===== src/rtl/lsnorm_seq_if.sv =====
// Start/busy/done bundle between the FPU microsequencer and the left-shift normalizer.
// The master raises start with the operand; the slave reports busy, done and the result.
interface lsnorm_seq_if #(
  parameter int W  = 64,
  parameter int CW = 7
);
  logic          start;
  logic [W-1:0]  mant_in;
  logic          ovf_in;
  logic          stin;
  logic [CW-1:0] shlim;
  logic          busy;
  logic          done;
  logic [W-1:0]  mant_out;
  logic [CW-1:0] shcnt;
  logic          exp_inc;
  logic          zero;
  logic          sticky;

  modport master (
    output start, mant_in, ovf_in, stin, shlim,
    input  busy, done, mant_out, shcnt, exp_inc, zero, sticky
  );

  modport slave (
    input  start, mant_in, ovf_in, stin, shlim,
    output busy, done, mant_out, shcnt, exp_inc, zero, sticky
  );
endinterface


===== src/rtl/lsnorm_seq.sv =====
// Sequential left-shift normalizer: right-normalizes on carry-out, else shifts left by STEP or 1 per cycle.
// Finishes at MSB set or shift limit; start is ignored while busy, result held until next accepted start.
module lsnorm_seq #(
  parameter int W    = 64,
  parameter int CW   = 7,
  parameter int STEP = 8
) (
  input  logic       clk,
  input  logic       reset,
  lsnorm_seq_if.slave bus
);

  typedef enum logic [1:0] {
    S_IDLE = 2'd0,
    S_NORM = 2'd1,
    S_DONE = 2'd2
  } state_t;

  localparam logic [CW:0] STEP_C = (CW+1)'(STEP);

  state_t        r_state, w_state_nxt;
  logic [W-1:0]  r_mant, w_mant_nxt;
  logic [CW-1:0] r_shcnt, w_shcnt_nxt;
  logic [CW-1:0] r_shlim, w_shlim_nxt;
  logic          r_exp_inc, w_exp_inc_nxt;
  logic          r_zero, w_zero_nxt;
  logic          r_sticky, w_sticky_nxt;

  logic          w_msb;
  logic          w_top_zero;
  logic [CW:0]   w_cnt_step;
  logic          w_step_ok;
  logic          w_at_limit;

  assign w_msb      = r_mant[W-1];
  assign w_top_zero = (r_mant[W-1 -: STEP] == '0);
  // One extra bit so shcnt+STEP cannot wrap before the compare against the limit.
  assign w_cnt_step = {1'b0, r_shcnt} + STEP_C;
  assign w_step_ok  = (w_cnt_step <= {1'b0, r_shlim});
  assign w_at_limit = (r_shcnt == r_shlim);

  always_ff @(posedge clk) begin
    if (reset) begin
      r_state <= S_IDLE;
    end else begin
      r_state <= w_state_nxt;
    end
  end

  always_comb begin
    w_state_nxt   = r_state;
    w_mant_nxt    = r_mant;
    w_shcnt_nxt   = r_shcnt;
    w_shlim_nxt   = r_shlim;
    w_exp_inc_nxt = r_exp_inc;
    w_zero_nxt    = r_zero;
    w_sticky_nxt  = r_sticky;
    case (r_state)
      S_IDLE: begin
        if (bus.start) begin
          w_shlim_nxt = bus.shlim;
          w_shcnt_nxt = '0;
          if (bus.ovf_in) begin
            w_mant_nxt    = {1'b1, bus.mant_in[W-1:1]};
            w_sticky_nxt  = bus.stin | bus.mant_in[0];
            w_exp_inc_nxt = 1'b1;
            w_zero_nxt    = 1'b0;
            w_state_nxt   = S_DONE;
          end else if (bus.mant_in == '0) begin
            w_mant_nxt    = '0;
            w_sticky_nxt  = bus.stin;
            w_exp_inc_nxt = 1'b0;
            w_zero_nxt    = 1'b1;
            w_state_nxt   = S_DONE;
          end else begin
            w_mant_nxt    = bus.mant_in;
            w_sticky_nxt  = bus.stin;
            w_exp_inc_nxt = 1'b0;
            w_zero_nxt    = 1'b0;
            w_state_nxt   = S_NORM;
          end
        end
      end
      S_NORM: begin
        if (w_msb || w_at_limit) begin
          w_state_nxt = S_DONE;
        end else if (w_top_zero && w_step_ok) begin
          w_mant_nxt  = r_mant << STEP;
          w_shcnt_nxt = r_shcnt + STEP_C[CW-1:0];
        end else begin
          w_mant_nxt  = r_mant << 1;
          w_shcnt_nxt = r_shcnt + CW'(1);
        end
      end
      S_DONE: begin
        w_state_nxt = S_IDLE;
      end
      default: begin
        w_state_nxt = S_IDLE;
      end
    endcase
  end

  always_ff @(posedge clk) begin
    if (reset) begin
      r_mant    <= '0;
      r_shcnt   <= '0;
      r_shlim   <= '0;
      r_exp_inc <= 1'b0;
      r_zero    <= 1'b0;
      r_sticky  <= 1'b0;
    end else begin
      r_mant    <= w_mant_nxt;
      r_shcnt   <= w_shcnt_nxt;
      r_shlim   <= w_shlim_nxt;
      r_exp_inc <= w_exp_inc_nxt;
      r_zero    <= w_zero_nxt;
      r_sticky  <= w_sticky_nxt;
    end
  end

  assign bus.busy     = (r_state != S_IDLE);
  assign bus.done     = (r_state == S_DONE);
  assign bus.mant_out = r_mant;
  assign bus.shcnt    = r_shcnt;
  assign bus.exp_inc  = r_exp_inc;
  assign bus.zero     = r_zero;
  assign bus.sticky   = r_sticky;

  // The shift count is bounded by the captured limit for the whole operation.
  a_shcnt_bound: assert property (@(posedge clk) disable iff (reset)
    (r_state == S_IDLE) || (r_shcnt <= r_shlim));

endmodule

===== src/flat_wrapper.sv =====
// flat-port wrapper written by rule: the top's interface ports become plain ports
module lsnorm_seq_flat 
#(
  parameter int W    = 64,
  parameter int CW   = 7,
  parameter int STEP = 8
)
  (clk, reset, bus_start, bus_mant_in, bus_ovf_in, bus_stin, bus_shlim, bus_busy, bus_done, bus_mant_out, bus_shcnt, bus_exp_inc, bus_zero, bus_sticky);
  lsnorm_seq_if #(.W(W), .CW(CW)) bus_i ();
  input  logic clk;
  input  logic reset;
  input wire logic [$bits(bus_i.start)-1:0] bus_start;
  input wire logic [$bits(bus_i.mant_in)-1:0] bus_mant_in;
  input wire logic [$bits(bus_i.ovf_in)-1:0] bus_ovf_in;
  input wire logic [$bits(bus_i.stin)-1:0] bus_stin;
  input wire logic [$bits(bus_i.shlim)-1:0] bus_shlim;
  output wire logic [$bits(bus_i.busy)-1:0] bus_busy;
  output wire logic [$bits(bus_i.done)-1:0] bus_done;
  output wire logic [$bits(bus_i.mant_out)-1:0] bus_mant_out;
  output wire logic [$bits(bus_i.shcnt)-1:0] bus_shcnt;
  output wire logic [$bits(bus_i.exp_inc)-1:0] bus_exp_inc;
  output wire logic [$bits(bus_i.zero)-1:0] bus_zero;
  output wire logic [$bits(bus_i.sticky)-1:0] bus_sticky;
  assign bus_i.start = bus_start;
  assign bus_i.mant_in = bus_mant_in;
  assign bus_i.ovf_in = bus_ovf_in;
  assign bus_i.stin = bus_stin;
  assign bus_i.shlim = bus_shlim;
  assign bus_busy = bus_i.busy;
  assign bus_done = bus_i.done;
  assign bus_mant_out = bus_i.mant_out;
  assign bus_shcnt = bus_i.shcnt;
  assign bus_exp_inc = bus_i.exp_inc;
  assign bus_zero = bus_i.zero;
  assign bus_sticky = bus_i.sticky;
  lsnorm_seq #(.W(W), .CW(CW), .STEP(STEP)) u_core (.clk(clk), .reset(reset), .bus(bus_i));
endmodule

===== config.mk =====
export PLATFORM = sky130hd
export DESIGN_NAME = lsnorm_seq_flat
export DESIGN_NICKNAME = d
export VERILOG_FILES = /design/src/rtl/lsnorm_seq_if.sv /design/src/rtl/lsnorm_seq.sv /design/src/flat_wrapper.sv
export SDC_FILE = /design/constraint.sdc
export NUM_CORES = 1
export LEC_CHECK = 0
export BUFFER_PORTS_ARGS = -buffer_cell sky130_fd_sc_hd__buf_2
export CAP_MARGIN = 20
export CORE_MARGIN = 4
export CORE_UTILIZATION = 55
export CTS_CLUSTER_DIAMETER = 200
export CTS_CLUSTER_SIZE = 10
export DETAILED_ROUTE_END_ITERATION = 7
export MAX_ROUTING_LAYER = met4
export PLACE_DENSITY = 0.84
export SYNTH_ARGS = -nofsm -noshare
export SYNTH_HDL_FRONTEND = slang
export SYNTH_SLANG_ARGS = --single-unit

===== constraint.sdc =====
create_clock -name clk -period 3.93 [get_ports clk]
set_clock_uncertainty 0.05 [all_clocks]
set_input_delay 0.393 -clock clk [delete_from_list [all_inputs] [get_ports clk]]
set_output_delay 0.393 -clock clk [all_outputs]
set_load 0.02 [all_outputs]

# Word-level counts from Yosys, hierarchy flattened
# Cells that the tools add are included.
# Widths: inputs -> output; s select.
# totals
reg_bits	83
in_bits	76
word_cells	47
output_inout_bits	76
# op_classes
n_lt_le_gt_ge	1
addsub	3
n_bitwise	1
eq_ne	6
muxes	19
n_reduce_logical	10
# ops
op	count
$mux 64	5
$pmux 64 s2	1
$logic_not 64->1	1
$mux 7	3
$pmux 7 s2	1
$add 7x4->8 const B	1
$le 8x7->1	1
$logic_not 8->1	1
$mux 2	4
$add 7x1->7 const B	1
$add 7x4->7 const B	1
$eq 7x7->1	1
$mux 1	4
$ne 2x2->1 const B	2
$pmux 2 s2	1
$reduce_and 2->1	2
$reduce_bool 2->1	2
$reduce_and 3->1	1
$eq 2x1->1 const B	1
$eq 2x2->1 const B	1
$logic_not 2->1	1
$ne 2x1->1 const B	1
$logic_and 1x1->1	1
$logic_or 1x1->1	1
$or 1x1->1	1

# Depth between registers and ports, before layout
# logic_depth
ltp_word	6
mapped_depth	11
depth_no_buf	9

# Least setup slack after synthesis
# No wires, ideal clock.
# synth_timing
kind	reg-to-reg
startpoint	register u_core.r_shcnt[5], in the netlist u_core.bus.shcnt[5]
endpoint	register u_core.r_shcnt[6], in the netlist u_core.bus.shcnt[6]
required_ns	3.759
t_arrival_ns	2.514
setup_time_ns	0.121
slack_ns	1.245
stages_incl_launch_ff	11
cell_sequence	dfxtp_1 nand3_1 xnor2_1 ha_1 a211oi_1 nand2_1 o211ai_2 nand2_2 buf_6 a211oi_1 mux2_2
# synth_via
elab_chain_cells	6
elab_cells_between_ends	12
classes_between	add/sub: 3; order compare: 1; eq/ne: 2; mux: 3; reduce/logical: 3
# synth_lines
element	line_no	source
from (decl)	lsnorm_seq.sv:23	logic [CW-1:0] r_shcnt, w_shcnt_nxt;
from (signal assigned)	lsnorm_seq.sv:114	r_shcnt <= w_shcnt_nxt;
$add 7x4->8	lsnorm_seq.sv:38	assign w_cnt_step = {1'b0, r_shcnt} + STEP_C;
$le 8x7->1	lsnorm_seq.sv:39	assign w_step_ok = (w_cnt_step <= {1'b0, r_shlim});
$logic_and 1x1->1	lsnorm_seq.sv:87	end else if (w_top_zero && w_step_ok) begin
$mux 7	lsnorm_seq.sv:87	
$mux 7	lsnorm_seq.sv:85	if (w_msb || w_at_limit) begin
$pmux 7 s2	lsnorm_seq.sv:58	case (r_state)
# Parallel ways exist; a longest one is shown, timed or not. The select of a mux whose other input is x is not followed.
# A chain may end at the register's enable or synchronous reset.

# Worst setup path after layout
# layout_timing
startpoint	register u_core.r_shcnt[3], in the netlist u_core.bus.shcnt[3]
endpoint	register u_core.r_mant[37], in the netlist u_core.bus.mant_out[37]
# layout_via
elab_chain_cells	6
elab_cells_between_ends	10
classes_between	add/sub: 1; order compare: 1; eq/ne: 2; mux: 3; reduce/logical: 3
# layout_lines
element	line_no	source
$add 7x4->8	lsnorm_seq.sv:38	
$le 8x7->1	lsnorm_seq.sv:39	
$logic_and 1x1->1	lsnorm_seq.sv:87	
$mux 64	lsnorm_seq.sv:87	
$mux 64	lsnorm_seq.sv:85	
$pmux 64 s2	lsnorm_seq.sv:58	
to (signal assigned)	lsnorm_seq.sv:113	r_mant <= w_mant_nxt;
to (decl)	lsnorm_seq.sv:22	logic [W-1:0] r_mant, w_mant_nxt;
# Parallel ways exist; a longest one is shown, timed or not. The select of a mux whose other input is x is not followed.

==> flow_summary.toml <==
[status]
outcome = "complete, no violations"

[clock_network]
root_buffer = "clkbuf_8"
post_cts_resized = 0
cts_tree = "built"
htreeDepth = 3
clkTransAtPathRegs_ps = 90
cts_setup_buffers = 0
insertion_delay_ps = 350
cts-buffers-inserted = 9
cts_buffer_depth = 2
clock-sinks = 83
holdBufCountCts = 0

[logic_synthesis]
netlist_area_mm2 = 0.00536
yosysTopAreaCell = "dfxtp_1"
synth_cell_types = 48
synth_ff_type = "dfxtp_1"
yosys.area.top_type_share_pct = 31.0
synthCells = 651
syn_area_per_cell_um2 = 8.24
synth_area_leaders = "dfxtp_1, a2111oi_2, mux2i_1"
ys_seq_elements = 83
synth-edff-count = 0
ys_warn_count = 0
async_reset_ff_share_pct = 0
yosysSeqAreaShare_pct = 31.0
syn_nets = 736

[setup_path]
crit_fanout = 33
start_kind = "flop"
cp-end-kind = "flop"
cp-startpoint = "u_core.bus.shcnt[3]$_SDFFE_PP0P_"
path_class = "reg -> reg"
crit_required_ps = 4120
worstReg2RegStart = "u_core.bus.shcnt[3]$_SDFFE_PP0P_"
critPathArrivalTime_ps = 3520

[layout]
fillers = 815
finish.instance_area_mm2 = 0.00633
antennaDiodeCount = 0
nets = 851
multi_input_area_mm2 = 0.00338
layout-drive-gt1-share_pct = 31.0
final_common_cell = "buf_2"
layout_common_cells = "buf_2, nand2_1, dfxtp_1, a21oi_1, nor2_1"
seqCellArea_mm2 = 0.00166
syn2layout_area_growth_pct = 18.1

[flow_run]
drv_cap = 0

[detailed_routing]
avgViaCountPerCell = 6.42
post-route-drc-count = 0
drtIter0Drc = 466
routed_wirelength_um = 17500
ant_nets = 0
wire_per_inst_um = 19.5
vias = 5772
firstDrtPassIters = 5

[pwr]
peakVddDrop_mv = 0.236
power_mw = 2.73
power_density_mw_per_mm2 = 432
leakagePower_nw = 2.90

[global_route]
grt_max_degree = 71
grt_overflow = 0
antenna_found_initial = 0
grt_pass1_wl_um = 27700
track_usage_pct = 30.6
grt_pass1_vias = 5603

[min_path]
hp-class = "in -> reg"
hp-start = "bus_shlim[2]"

[floorplanning]
core_mm2 = 0.00937
die_x_um = 107
fp.dieH_um = 107
die-area_mm2 = 0.0114
io_pins = 152
rows = 35
start_util_pct = 57.2

[place]
portBuffers = 151
hpwl_um = 12300
gp_congestion = 0.934
placed_area_mm2 = 0.00607

[timing]
maxSlewHeadroom_pct = 34.1
grt_setup_unrepaired = "false"
max_freq_ghz = 0.300
setup_viol_count_final = 0
fin_crit_ps = 3330
fin_setup_tns_ps = 0
worst_pin_slew_ps = 989
finalCritPeriodShare_pct = 84.9
hold_viol = 0
maxSlewViolCount = 0
## cell usage after synthesis (all sizes together) (9+ instances only)
master	count
a21oi	75
ha	9
a2111oi	50
clkbuf	28
a311oi	9
dfxtp	83
nand2	125
nor2	73
nand3	23
nor3	10
mux2i	50
a211oi	9
buf	27
inv	11
nor4	21
## metrics by stage
stage	util (%)	setup slack (ps)	std cells	hold WS, ps
6_report	67.6	595	899	219
5_1_grt	67.6	370	899	213
4_1_cts	67.6	663	899	204
3_5_place_dp	64.8	684	884	401
3_3_place_gp	64.8	868	884	392
2_1_floorplan	-	1240	651	386
## registers in the layout (all words and copies together), names as in the netlist
register / count
u_core.r_shlim: 7
u_core.bus.shcnt: 7
u_core.r_state: 2
u_core.bus.sticky: 1
u_core.bus.exp_inc: 1
u_core.bus.mant_out: 64
u_core.bus.zero: 1
## power by group
group / leakage (nW) / internal, mW / switching [mW] / total [mW]
sequential: 0.685 / 0.933 / 0.121 / 1.05
combinational: 2.08 / 0.310 / 0.552 / 0.863
clock: 0.132 / 0.500 / 0.318 / 0.818
total: 2.90 / 1.74 / 0.991 / 2.73
## worst paths after layout
path                            slack [ps]                              endpoint  cells past startpoint
worst max-delay path                   600  u_core.bus.mant_out[37]$_SDFFE_PP0P_                     10
worst min-delay path                   220        u_core.r_shlim[2]$_SDFFE_PP0P_                      3
worst min register to register         410        u_core.r_shlim[2]$_SDFFE_PP0P_                      2
worst max register to register         600  u_core.bus.mant_out[37]$_SDFFE_PP0P_                     10
## final cells by class
cell class / instances / share of cell area, %
clock buffer: 10 / 2.17
clock inverter: 5 / 1.98
inverter: 11 / 0.652
multi-input combinational: 502 / 53.3
sequential: 83 / 26.2
tap: 129 / 2.55
timing repair buffer: 159 / 13.1
## worst max-delay path, cell delays in order, from the launching register on
cell,delay [ps]
dfxtp_1,490
nand3_1,170
xnor2_1,170
ha_1,360
a211oi_1,220
nand2_1,90
o211ai_2,230
nand2_2,470
buf_12,390
mux2i_1,160
a2111oi_2,390
## cell families (layout without fill, tap and decap cells)
| family | count (synthesis) | count (layout) | synth area share, % |
|---|---|---|---|
| multiplexers | 52 | 52 | 9.75 |
| AO/OA/AOI/OAI | 164 | 164 | 27.4 |
| AND/OR/NAND/NOR | 271 | 271 | 22.3 |
| XOR/XNOR | 6 | 6 | 0.980 |
| buffers and inverters | 66 | 185 | 6.44 |
| adder cells (fa/ha/maj) | 9 | 9 | 2.10 |
| flip-flops | 83 | 83 | 31.0 |
## per-layer routing
layer | track usage [%] | vias to the layer above | part of all wire (%)
li1 | - | 2614 | -
met1 | 38.7 | 2709 | 39
met2 | 49.0 | 388 | 49
met3 | 5.12 | 61 | 9.6
met4 | 12.2 | 0 | 3.1
met5 | - | - | 0
Power figures use the tool's default switching activity.
